`src/rtl/demux_1_4_feeder_v_pkg.sv`:
```
// Shared definitions for the 1-to-4 demux feeder: channel width, state encoding,
// request layout and the channel-to-select decode.
package demux_1_4_feeder_v_pkg;

    localparam int CHAN_W = 2;
    localparam int SEL_W  = 4;

    typedef enum logic {
        ST_IDLE  = 1'b0,
        ST_DRIVE = 1'b1
    } state_t;

    typedef struct packed {
        logic [CHAN_W-1:0] chan;
        logic              a;
    } req_t;

    function automatic logic [SEL_W-1:0] chan_to_sel(input logic [CHAN_W-1:0] chan);
        logic [SEL_W-1:0] sel;
        case (chan)
            2'd0:    sel = 4'b0001;
            2'd1:    sel = 4'b0010;
            2'd2:    sel = 4'b0100;
            2'd3:    sel = 4'b1000;
            default: sel = 4'b0000;
        endcase
        return sel;
    endfunction

endpackage

```
`src/rtl/demux_1_4_feeder_v_if.sv`:
```
// Request handshake and demux-facing outputs of the feeder, bundled as one interface.
interface demux_1_4_feeder_v_if
    import demux_1_4_feeder_v_pkg::*;
#(
    parameter int DEPTH = 4
);
    logic                     i_valid;
    logic                     o_ready;
    logic [CHAN_W-1:0]        i_chan;
    logic                     i_a;
    logic [SEL_W-1:0]         o_sel_code;
    logic                     o_a;
    logic                     o_strobe;
    logic                     o_busy;
    logic [$clog2(DEPTH):0]   o_count;

    modport master (
        output i_valid, i_chan, i_a,
        input  o_ready, o_sel_code, o_a, o_strobe, o_busy, o_count
    );

    modport slave (
        input  i_valid, i_chan, i_a,
        output o_ready, o_sel_code, o_a, o_strobe, o_busy, o_count
    );
endinterface

```
`src/rtl/demux_1_4_feeder_v_fifo.sv`:
```
// Generic synchronous FIFO with wrapping pointers and an occupancy counter;
// the head entry is presented combinationally on rdata.
module sync_fifo_v #(
    parameter int WIDTH = 3,
    parameter int DEPTH = 4,
    localparam int AW   = $clog2(DEPTH),
    localparam int CW   = AW + 1
) (
    input  logic             clk,
    input  logic             rst_n,
    input  logic             push,
    input  logic             pop,
    input  logic [WIDTH-1:0] wdata,
    output logic [WIDTH-1:0] rdata,
    output logic [CW-1:0]    count
);

    logic [WIDTH-1:0] mem_r [DEPTH];
    logic [AW-1:0]    wr_ptr_r;
    logic [AW-1:0]    rd_ptr_r;
    logic [CW-1:0]    count_r;
    logic             push_ok_s;
    logic             pop_ok_s;

    // Qualify requests so overflow/underflow cannot corrupt state.
    always_comb begin
        push_ok_s = push && (count_r != CW'(DEPTH));
        pop_ok_s  = pop && (count_r != {CW{1'b0}});
    end

    // Storage array write port.
    always_ff @(posedge clk or negedge rst_n) begin
        if (!rst_n) begin
            for (int i = 0; i < DEPTH; i++) begin
                mem_r[i] <= {WIDTH{1'b0}};
            end
        end else if (push_ok_s) begin
            mem_r[wr_ptr_r] <= wdata;
        end
    end

    // Pointers wrap naturally because DEPTH is a power of two.
    always_ff @(posedge clk or negedge rst_n) begin
        if (!rst_n) begin
            wr_ptr_r <= {AW{1'b0}};
            rd_ptr_r <= {AW{1'b0}};
        end else begin
            if (push_ok_s) begin
                wr_ptr_r <= wr_ptr_r + AW'(1);
            end
            if (pop_ok_s) begin
                rd_ptr_r <= rd_ptr_r + AW'(1);
            end
        end
    end

    // Occupancy counter; simultaneous push and pop leaves it unchanged.
    always_ff @(posedge clk or negedge rst_n) begin
        if (!rst_n) begin
            count_r <= {CW{1'b0}};
        end else begin
            case ({push_ok_s, pop_ok_s})
                2'b10:   count_r <= count_r + CW'(1);
                2'b01:   count_r <= count_r - CW'(1);
                default: count_r <= count_r;
            endcase
        end
    end

    assign rdata = mem_r[rd_ptr_r];
    assign count = count_r;

endmodule

```
`src/rtl/demux_1_4_feeder_v.sv`:
```
// Paces queued (channel, bit) requests onto the demux select/data lines,
// holding each routing for HOLD cycles and strobing on every new routing.
module demux_1_4_feeder_v
    import demux_1_4_feeder_v_pkg::*;
#(
    parameter int DEPTH = 4,
    parameter int HOLD  = 3
) (
    input  logic                  i_clk,
    input  logic                  i_rst_n,
    demux_1_4_feeder_v_if.slave   bus
);

    localparam int CNT_W  = $clog2(DEPTH) + 1;
    localparam int HOLD_W = (HOLD > 1) ? $clog2(HOLD) : 1;

    state_t             state_r;
    logic [HOLD_W-1:0]  hold_r;
    logic [SEL_W-1:0]   sel_r;
    logic               a_r;
    logic               strobe_r;
    logic               busy_r;

    logic [CNT_W-1:0]   count_s;
    req_t               head_s;
    req_t               wdata_s;
    logic               push_s;
    logic               pop_s;
    logic               ready_s;
    logic               nonempty_s;
    logic               hold_done_s;

    // Handshake and pop decisions; ready ignores the same-cycle pop on purpose.
    always_comb begin
        nonempty_s   = (count_s != {CNT_W{1'b0}});
        ready_s      = (count_s < CNT_W'(DEPTH));
        push_s       = bus.i_valid && ready_s;
        hold_done_s  = (hold_r == {HOLD_W{1'b0}});
        wdata_s.chan = bus.i_chan;
        wdata_s.a    = bus.i_a;
        if (state_r == ST_IDLE) begin
            pop_s = nonempty_s;
        end else begin
            pop_s = hold_done_s && nonempty_s;
        end
    end

    sync_fifo_v #(
        .WIDTH ($bits(req_t)),
        .DEPTH (DEPTH)
    ) u_fifo (
        .clk   (i_clk),
        .rst_n (i_rst_n),
        .push  (push_s),
        .pop   (pop_s),
        .wdata (wdata_s),
        .rdata (head_s),
        .count (count_s)
    );

    // Sequencer FSM with hold counter and registered demux-facing outputs.
    always_ff @(posedge i_clk or negedge i_rst_n) begin
        if (!i_rst_n) begin
            state_r  <= ST_IDLE;
            hold_r   <= {HOLD_W{1'b0}};
            sel_r    <= 4'b0000;
            a_r      <= 1'b0;
            strobe_r <= 1'b0;
            busy_r   <= 1'b0;
        end else begin
            case (state_r)
                ST_IDLE: begin
                    if (pop_s) begin
                        state_r  <= ST_DRIVE;
                        hold_r   <= HOLD_W'(HOLD - 1);
                        sel_r    <= chan_to_sel(head_s.chan);
                        a_r      <= head_s.a;
                        strobe_r <= 1'b1;
                        busy_r   <= 1'b1;
                    end else begin
                        state_r  <= ST_IDLE;
                        hold_r   <= {HOLD_W{1'b0}};
                        sel_r    <= 4'b0000;
                        a_r      <= 1'b0;
                        strobe_r <= 1'b0;
                        busy_r   <= 1'b0;
                    end
                end
                ST_DRIVE: begin
                    if (!hold_done_s) begin
                        hold_r   <= hold_r - HOLD_W'(1);
                        strobe_r <= 1'b0;
                    end else if (pop_s) begin
                        // Back-to-back: a repeated routing still gets a fresh period.
                        hold_r   <= HOLD_W'(HOLD - 1);
                        sel_r    <= chan_to_sel(head_s.chan);
                        a_r      <= head_s.a;
                        strobe_r <= 1'b1;
                        busy_r   <= 1'b1;
                    end else begin
                        state_r  <= ST_IDLE;
                        hold_r   <= {HOLD_W{1'b0}};
                        sel_r    <= 4'b0000;
                        a_r      <= 1'b0;
                        strobe_r <= 1'b0;
                        busy_r   <= 1'b0;
                    end
                end
                default: begin
                    state_r  <= ST_IDLE;
                    hold_r   <= {HOLD_W{1'b0}};
                    sel_r    <= 4'b0000;
                    a_r      <= 1'b0;
                    strobe_r <= 1'b0;
                    busy_r   <= 1'b0;
                end
            endcase
        end
    end

    assign bus.o_ready    = ready_s;
    assign bus.o_sel_code = sel_r;
    assign bus.o_a        = a_r;
    assign bus.o_strobe   = strobe_r;
    assign bus.o_busy     = busy_r;
    assign bus.o_count    = count_s;

endmodule

```
`src/flat_wrapper.sv`:
```
// flat-port wrapper written by rule: the top's interface ports become plain ports
module demux_1_4_feeder_v_flat import demux_1_4_feeder_v_pkg::*;
#(
    parameter int DEPTH = 4,
    parameter int HOLD  = 3
)
  (i_clk, i_rst_n, bus_i_valid, bus_i_chan, bus_i_a, bus_o_ready, bus_o_sel_code, bus_o_a, bus_o_strobe, bus_o_busy, bus_o_count);
  demux_1_4_feeder_v_if #(.DEPTH(DEPTH)) bus_i ();
  input  logic i_clk;
  input  logic i_rst_n;
  input wire logic [$bits(bus_i.i_valid)-1:0] bus_i_valid;
  input wire logic [$bits(bus_i.i_chan)-1:0] bus_i_chan;
  input wire logic [$bits(bus_i.i_a)-1:0] bus_i_a;
  output wire logic [$bits(bus_i.o_ready)-1:0] bus_o_ready;
  output wire logic [$bits(bus_i.o_sel_code)-1:0] bus_o_sel_code;
  output wire logic [$bits(bus_i.o_a)-1:0] bus_o_a;
  output wire logic [$bits(bus_i.o_strobe)-1:0] bus_o_strobe;
  output wire logic [$bits(bus_i.o_busy)-1:0] bus_o_busy;
  output wire logic [$bits(bus_i.o_count)-1:0] bus_o_count;
  assign bus_i.i_valid = bus_i_valid;
  assign bus_i.i_chan = bus_i_chan;
  assign bus_i.i_a = bus_i_a;
  assign bus_o_ready = bus_i.o_ready;
  assign bus_o_sel_code = bus_i.o_sel_code;
  assign bus_o_a = bus_i.o_a;
  assign bus_o_strobe = bus_i.o_strobe;
  assign bus_o_busy = bus_i.o_busy;
  assign bus_o_count = bus_i.o_count;
  demux_1_4_feeder_v #(.DEPTH(DEPTH), .HOLD(HOLD)) u_core (.i_clk(i_clk), .i_rst_n(i_rst_n), .bus(bus_i));
endmodule
```
`config.mk`:
```
export PLATFORM = sky130hd
export DESIGN_NAME = demux_1_4_feeder_v_flat
export DESIGN_NICKNAME = d
export VERILOG_FILES = /design/src/rtl/demux_1_4_feeder_v_pkg.sv /design/src/rtl/demux_1_4_feeder_v_if.sv /design/src/rtl/demux_1_4_feeder_v_fifo.sv /design/src/rtl/demux_1_4_feeder_v.sv /design/src/flat_wrapper.sv
export SDC_FILE = /design/constraint.sdc
export NUM_CORES = 1
export LEC_CHECK = 0
export CAP_MARGIN = 15
export CELL_PAD_IN_SITES_DETAIL_PLACEMENT = 1
export CELL_PAD_IN_SITES_GLOBAL_PLACEMENT = 1
export CORE_MARGIN = 8
export CORE_UTILIZATION = 40
export CTS_CLUSTER_DIAMETER = 100
export DETAILED_ROUTE_END_ITERATION = 8
export PLACE_DENSITY = 0.71
export RECOVER_POWER = 50
export SKIP_LAST_GASP = 1
export SLEW_MARGIN = 20
export SYNTH_ARGS = -nofsm -noshare
export SYNTH_HDL_FRONTEND = slang
export SYNTH_SLANG_ARGS = --single-unit
```
`constraint.sdc`:
```
create_clock -name i_clk -period 2.9 [get_ports i_clk]
set_clock_uncertainty 0.2 [all_clocks]
set_input_delay 0.58 -clock i_clk [delete_from_list [all_inputs] [get_ports i_clk]]
set_output_delay 0.58 -clock i_clk [all_outputs]
set_load 0.05 [all_outputs]
```
==> out/metrics.yaml <==
outcome: "finished, violations left"
failed_checks: "capacitance limit, slew limit"
postCtsHoldBufs: 0
grt_pass1_wl_mm: 4.17
antenna_found_initial: 0
final-setup-viol-count: 0
gr-total-overflow: 0
hold_viol_final: 0
syn_inst: 92
port-buffer-count: 16
dieWidth_um: 72.6
cts_buffer_depth: 2
yosysWarnings: 0
track_usage_pct: 10.6
htreeDepth: 2
crit_chain: "nor3_1 -> nor2_2 -> ha_1 -> inv_1 -> fa_1 -> xor2_1 -> nor2_1 -> xnor2_1"
synthesis.area_mm2: 0.00128
wl_per_cell_um: 15.3
root_buffer: "clkbuf_4"
row_count: 20
cp_max_fo: 6
final_layout_size_suffix_gt1_share_pct: 21.7
crit_buf_inv: 1
yosysSeqAreaShare_pct: 56.6
wl_mm: 2.44
crit_type: "reg2reg"
worst_pin_slew_ns: 1.57
synthDistinctLibCells: 23
relSlewSlack_pct: -4.57
cts_made_buffers: 5
maxCapViolCount: 1
die_y_um: 72.6
fin_crit_sh_pct: 86.1
start_util_pct: 42.0
slowest_delay_ns: 0.67
drc_errors: 0
layout_common_cells: "dfrtp_1, clkdlybuf4s50_1, mux2_2"
required_ns: 2.91
via_per_inst: 4.94
rsz0062_at_grt: "no"
grt_pass1_vias: 846
worst_setup_path_end_kind: "flip-flop"
nNetsFinal: 127
cts_resized: 0
antennaDiodeCount: 0
tns_ns: 0
fmax_ghz: 0.401
holdWs_ns: 0.288
crit_family: "simple AND/OR/NAND/NOR gates"
drt_iter0_drc: 18
post-place-ws_ns: 0.417
layout_commonest_cell: "dfrtp_1"
ys_seq_elements: 29
syn_nets: 104
first_pass_iters: 2
min_path_type: "reg2reg"
post-cts-setup-buffers: 0
die_area_mm2: 0.00527
clk_latency_ns: 0.32
detailed_place_hpwl_mm: 1.81
cts_tree: "yes"
slowest_stage: "nor3_1"
finalCriticalPeriod_ns: 2.50
syn_to_final_growth_pct: 20.5
fillers: 340
io-pin-count: 17
place_congestion: 0.728
clk_pin_slew_ns: 0.09
slew_viol_final: 30
start_kind: "flip-flop"
fp.coreArea_mm2: 0.00305
grt_max_degree: 30
vias: 785
antenna_left: 0
syn_area_per_cell_um2: 13.9
clkSinkCount: 29
setup_ws_ns: 0.404
arrival_ns: 2.51
-- sequential cells by signal, summed over array words and instances, names as in the netlist --
signal,count
u_core.u_fifo.rd_ptr_r,2
u_core.u_fifo.count,3
u_core.bus.o_busy,1
u_core.bus.o_a,1
u_core.bus.o_strobe,1
u_core.state_r,1
u_core.u_fifo.wr_ptr_r,2
u_core.bus.o_sel_code,4
u_core.hold_r,2
u_core.u_fifo.mem_r,12
-- final timing paths --
kind | startpoint | end | slack, ns | cells after the start
max reg2reg | u_core.u_fifo.count[0] | u_core.u_fifo.count[2] | 0.40 | 8
max in group asynchronous | i_rst_n | u_core.u_fifo.mem_r[9] | 0.61 | 2
max | u_core.u_fifo.count[0] | u_core.u_fifo.count[2] | 0.40 | 8
min | u_core.hold_r[0] | u_core.hold_r[0] | 0.29 | 1
min in group asynchronous | i_rst_n | u_core.state_r | 0.97 | 2
min reg2reg | u_core.hold_r[0] | u_core.hold_r[0] | 0.29 | 1
-- stage by stage --
stage	cells	area [um2]	util, %
finish	159	1540	50.6
global route	159	1540	50.6
CTS	159	1560	51.0
detailed placement	152	1500	49.2
global placement	152	1500	49.2
floorplan	92	1280	-
-- layer usage --
layer | part of all wire [%] | vias to the layer above | track usage [%] | wire length (um)
li1 | - | 360 | - | -
met1 | 44 | 403 | 12.1 | 1080
met2 | 47 | 17 | 16.5 | 1150
met3 | 7.1 | 5 | 5.63 | 172
met4 | 1.8 | 0 | 4.00 | 44
met5 | 0 | - | 0 | 0
-- cell type report --
type                            instances  area [um2]  share of cell area (%)
Inverter                                8        30.0                    1.94
Clock buffer                            7        55.1                    3.57
Multi-Input combinational cell         53         510                    33.1
Tap cell                               44        55.1                    3.57
Timing Repair Buffer                   18         168                    10.9
Sequential cell                        29         726                    47.0
-- synthesized netlist by cell type (all sizes together) --
library cell | instances | area (um2)
mux4 | 3 | 71.3
nand2 | 7 | 26.3
a32o | 2 | 21.3
mux2i | 1 | 10.0
nor3 | 2 | 20.0
nor2b | 1 | 6.26
inv | 8 | 30.0
xnor2 | 3 | 26.3
buf | 2 | 10.0
ha | 5 | 62.6
nor2 | 4 | 17.5
a31o | 1 | 8.76
fa | 1 | 20.0
xor2 | 3 | 26.3
o21a | 2 | 15.0
nor3b | 1 | 12.5
o21ai | 2 | 10.0
a22o | 3 | 26.3
mux2 | 12 | 135
dfrtp | 29 | 726
-- cell families (layout without fill, tap and decap cells) --
family | Yosys count | in the layout | share of synthesized area [%]
flip-flops | 29 | 29 | 56.6
multiplexers | 16 | 16 | 16.9
AND/OR/NAND/NOR | 15 | 15 | 6.45
AO/OA/AOI/OAI | 10 | 10 | 6.35
buffers and inverters | 10 | 33 | 3.13
adder cells (fa/ha/maj) | 6 | 6 | 6.45
XOR/XNOR | 6 | 6 | 4.10
-- worst register-to-register path: stages, from the launching register on --
cell,delay [ns]
dfrtp_1,0.43
nor3_1,0.67
nor2_2,0.21
ha_1,0.28
inv_1,0.07
fa_1,0.18
xor2_1,0.16
nor2_1,0.07
xnor2_1,0.12
Power is left out: the tool's default activity adds up to more than one toggle a clock period on the data nets, which glitch-free logic cannot reach.
==> variant 1 (same flow settings) <==
Set the package constant `CHAN_W` to 3 (it was 2).
--- a/src/rtl/demux_1_4_feeder_v_pkg.sv
+++ b/src/rtl/demux_1_4_feeder_v_pkg.sv
@@ -2,7 +2,7 @@
 // request layout and the channel-to-select decode.
 package demux_1_4_feeder_v_pkg;
 
-    localparam int CHAN_W = 2;
+    localparam int CHAN_W = 3;
     localparam int SEL_W  = 4;
 
     typedef enum logic {
Interface: changed (resized bus_i_chan); port bits go from 17 to 18. The function was not compared with the original's and may differ.
==> variant 1 against the unedited design <==
Final area is 15% higher. Non-clock buffer count is 2 higher. Sequential cell count is 4 higher. Area after synthesis rose by 14%. Wire length is 10% higher. Synthesized cell count is 13% higher. Setup slack better by 0.043 ns. Fmax increased by 1.7%. Sequential share of layout area down 0.39 points.
==> variant 1: results (changes against the unedited design) <==
min_path:
  min_path_type: "register to register"
global_route:
  grt_pass1_vias: 951  # +12%
  groute.usage.overall_pct: 10.3  # -0.30 points
  grt_max_degree: 34  # +13%
  use_met3_pct: 3.77  # -1.9 points
  grt_util_met1_pct: 11.7  # -0.34 points
  grt_pass1_wl_um: 4710  # +13%
  use_met2_pct: 15.7  # -0.82 points
cts:
  path_clk_slew_ns: 0.06  # -0.03 ns
  root_buffer: "clkbuf_8"
  clk_latency_ns: 0.28  # -0.04 ns
critical_path:
  r2r-end: "u_core.u_fifo.count[2]"
  critPathLaunch: "u_core.hold_r[0]"
  rr_startpoint: "u_core.hold_r[0]"
  cp.arrival_ns: 2.47  # -0.04 ns
  r2r_slack_ns: 0.45  # +0.04 ns
  critPathMaxFanout: 9  # +3
synthesis:
  syn-num-nets: 117  # +13%
  netlist_top_cells_area: "dfrtp_1, mux2_2, mux4_2"
  synthArstFlopShare_pct: 100  # unchanged
  synth_warnings: 0  # unchanged
  seq_area_frac_synth_pct: 56.3  # -0.33 points
  synth_cells: 104  # +13%
  synth_edf_count: 0  # unchanged
  synth_commonest_cells: "dfrtp_1, mux2_2, inv_1"
place:
  portBuffers: 17  # +1
  routabilityCongestion: 0.738  # +1.4%
  dp_hpwl_um: 2060  # +14%
  dp_cells: 169  # +11%
  post_dp_cell_area_um2: 1700  # +13%
  place_ws_ns: 0.413  # -0.00365 ns
timing:
  tightest_slew_ns: 0.510  # -1.06 ns
  period_needed_ns: 2.45  # -0.0426 ns
detailed_routing:
  dr.first_iter.drc_count: 24  # +6
  wl_um: 2690  # +10%
  dr_wl_met3_um: 114  # -34%
  firstDrtPassIters: 4  # +2
  wl_per_cell_um: 15.3  # -0.40%
  via_count: 878  # +12%
  wl_met1_um: 1140  # +5.6%
  wl_met2_um: 1350  # +18%
cells_and_area:
  drive_above_1_share_pct: 24.2  # +2.5 points
  largest_register_ffs: 16  # +4
  fin_nets: 141  # +11%
run_status:
  status: "finished, final reports clean"
floorplan:
  start_util_pct: 40.7  # -1.3 points
==> variant 1: report_power, final <==
part	internal [mW]	total, mW	switching (mW)	leakage [nW]
Combinational	0.513	1.12	0.610	0.345
Sequential	0.686	0.838	0.152	0.397
Clock	0.188	0.341	0.153	0.0443
==> variant 1: worst min path at each step <==
stage                            from                     end  slack, ns  cells past startpoint
2_1_floorplan                 i_rst_n          u_core.bus.o_a       0.08                      0
3_3_place_gp         u_core.hold_r[0]        u_core.hold_r[0]       0.25                      1
3_5_place_dp        u_core.bus.o_busy       u_core.bus.o_busy       0.28                      1
4_1_cts             u_core.bus.o_busy       u_core.bus.o_busy       0.29                      1
5_1_grt        u_core.u_fifo.mem_r[0]  u_core.u_fifo.mem_r[0]       0.31                      1
6_report            u_core.bus.o_busy       u_core.bus.o_busy       0.29                      1
==> variant 1: worst max-delay path, cell delays in order, from the launching register on <==
cell and delay (ns):
dfrtp_1 0.42, o21a_1 0.33, nor2_1 0.35, ha_1 0.26
inv_1 0.06, fa_1 0.38, xor2_1 0.15, nor2_1 0.11
xnor2_1 0.12
==> variant 1: layout make-up <==
| type | count | area, um^2 |
|---|---|---|
| clock buffers | 7 | 86.3 |
| fillers | 374 | 1830 |
| inverters | 9 | 33.8 |
| multi-input cells | 59 | 581 |
| flip-flops and latches | 33 | 826 |
| well taps | 48 | 60.1 |
| repair buffers | 20 | 185 |
==> variant 1: cell families after synthesis <==
kind of cell               Yosys count  synth area share [%]
buffers and inverters               12                  3.75
and+or+nand+nor                     16                  5.80
xor gates and xnor gates             6                  3.58
adders and majority gates            6                  5.63
DFF                                 33                  56.3
AOI/OAI and AO/OA                   11                  6.23
muxes                               20                  18.7
==> variant 2 (config.mk and constraints unchanged) <==
Made on the original files. Make the reset (`i_rst_n` and `rst_n`) synchronous in 4 clocked blocks.
--- a/src/rtl/demux_1_4_feeder_v_fifo.sv
+++ b/src/rtl/demux_1_4_feeder_v_fifo.sv
@@ -29,7 +29,7 @@
     end
 
     // Storage array write port.
-    always_ff @(posedge clk or negedge rst_n) begin
+    always_ff @(posedge clk) begin
         if (!rst_n) begin
             for (int i = 0; i < DEPTH; i++) begin
                 mem_r[i] <= {WIDTH{1'b0}};
@@ -40,7 +40,7 @@
     end
 
     // Pointers wrap naturally because DEPTH is a power of two.
-    always_ff @(posedge clk or negedge rst_n) begin
+    always_ff @(posedge clk) begin
         if (!rst_n) begin
             wr_ptr_r <= {AW{1'b0}};
             rd_ptr_r <= {AW{1'b0}};
@@ -55,7 +55,7 @@
     end
 
     // Occupancy counter; simultaneous push and pop leaves it unchanged.
-    always_ff @(posedge clk or negedge rst_n) begin
+    always_ff @(posedge clk) begin
         if (!rst_n) begin
             count_r <= {CW{1'b0}};
         end else begin
--- a/src/rtl/demux_1_4_feeder_v.sv
+++ b/src/rtl/demux_1_4_feeder_v.sv
@@ -59,7 +59,7 @@
     );
 
     // Sequencer FSM with hold counter and registered demux-facing outputs.
-    always_ff @(posedge i_clk or negedge i_rst_n) begin
+    always_ff @(posedge i_clk) begin
         if (!i_rst_n) begin
             state_r  <= ST_IDLE;
             hold_r   <= {HOLD_W{1'b0}};
Check against the original RTL: differs if i_rst_n is asserted again (counterexample within 4 cycles, from zero or initial values and one cycle with i_rst_n low); with i_rst_n held inactive, the same outputs for 10 cycles.
==> variant 2 against the unedited design <==
Sequential cell count rose by 2. Final area shrank 1.8%. Wire length grew 7.1%. Die area is 0.99% lower. Setup slack worse by 0.0099 ns. Area after synthesis decreased by 1.3%. Largest cell class unchanged. Highest routed layer unchanged.
==> variant 2: results (changes against the unedited design) <==
critical_path:
  cp.arrival_ns: 2.56  # +0.05 ns
  worst_r2r_path_depth: 9  # +1
  r2r_slack_ns: 0.52  # +0.12 ns
  rr_startpoint: "u_core.u_fifo.count[2]"
  critPathMaxFanout: 5  # -1
  critPathLaunch: "bus_i_valid"
  critical_path.top_delay_family: "buffers and inverters"
  worst-setup-path-type: "input port to register"
  slowest_delay_ns: 0.42  # -0.25 ns
  slowest_stage: "clkdlybuf4s50_1"
  r2r-end: "u_core.u_fifo.count[2]"
place:
  dp_cells: 175  # +15%
  place_ws_ns: 0.0691  # -0.348 ns
  dp_hpwl_um: 1990  # +10%
  post_dp_cell_area_um2: 1480  # -1.7%
  routabilityCongestion: 0.734  # +0.80%
cts:
  path_clk_slew_ns: 0.09  # about the same
  clockBufferDepth: 2  # unchanged
global_route:
  use_met2_pct: 18.4  # +1.9 points
  grt_max_degree: 15  # -50%
  use_met3_pct: 5.37  # -0.26 points
  groute.usage.overall_pct: 11.4  # +0.74 points
  grt_pass1_vias: 973  # +15%
  grt_util_met1_pct: 12.3  # +0.19 points
  grt_pass1_wl_um: 4450  # +6.6%
cells_and_area:
  drive_above_1_share_pct: 5.76  # -16 points
  fin_nets: 146  # +15%
synthesis:
  synth_xor_area_share_pct: 2.77  # -1.3 points
  yosysUniqueCellTypes: 26  # +13%
  seq_area_frac_synth_pct: 58.6  # +1.9 points
  synthArstFlopShare_pct: 0  # -100 points
  synth_compound_area_share_pct: 10.1  # +3.7 points
  syn-num-nets: 125  # +20%
  netlist_top_cells_area: "dfxtp_1, edfxtp_1, nand3_1"
  synth_edf_count: 12  # +12
  syn_area_per_cell_um2: 10.8  # -22%
  synth_fa_ha_area_share_pct: 2.57  # -3.9 points
  synth_warnings: 0  # unchanged
  synth_mux_area_share_pct: 5.93  # -11 points
min_path:
  min_delay_path_depth: 2  # +1
  hold_path_end: "u_core.bus.o_a"
  hp-start: "u_core.bus.o_a"
timing:
  tightest_slew_ns: 0.521  # -1.05 ns
  holdWs_ns: 0.261  # -0.0276 ns
  fin_crit_sh_pct: 86.4  # +0.34 points
detailed_routing:
  wl_met2_um: 1280  # +12%
  dr.first_iter.drc_count: 50  # +32
  via_count: 900  # +15%
  dr_wl_met3_um: 139  # -19%
  wl_per_cell_um: 14.3  # -6.9%
  wl_um: 2610  # +7.1%
run_status:
  status: "finished, final reports clean"
-- variant 2: changes by cell type after synthesis, moves of 4 or more --
cell / change
a21oi_1: +8
dfrtp_1: -29
dfxtp_1: +19
edfxtp_1: +12
ha_1: -4
inv_1: +4
mux2_2: -12
nand3_1: +11
nor2_1: +9
nor3_1: +5
o21ai_0: +5
-- variant 2: cell families (layout without fill, tap and decap cells) --
logic type,after synthesis,in the layout
AND/OR/NAND/NOR,40,40
flip-flops,31,31
AO/OA/AOI/OAI,22,22
buffers and inverters,15,37
XOR/XNOR,4,4
multiplexers,3,3
adder cells (fa/ha/maj),2,2
-- variant 2: final cells by class --
| class | count | area [um^2] |
|---|---|---|
| well taps | 44 | 55.1 |
| clock buffers | 6 | 41.3 |
| fillers | 348 | 1510 |
| clock inverters | 2 | 7.51 |
| multi-input cells | 71 | 459 |
| flip-flops and latches | 31 | 741 |
| inverters | 12 | 45.0 |
| repair buffers | 17 | 168 |
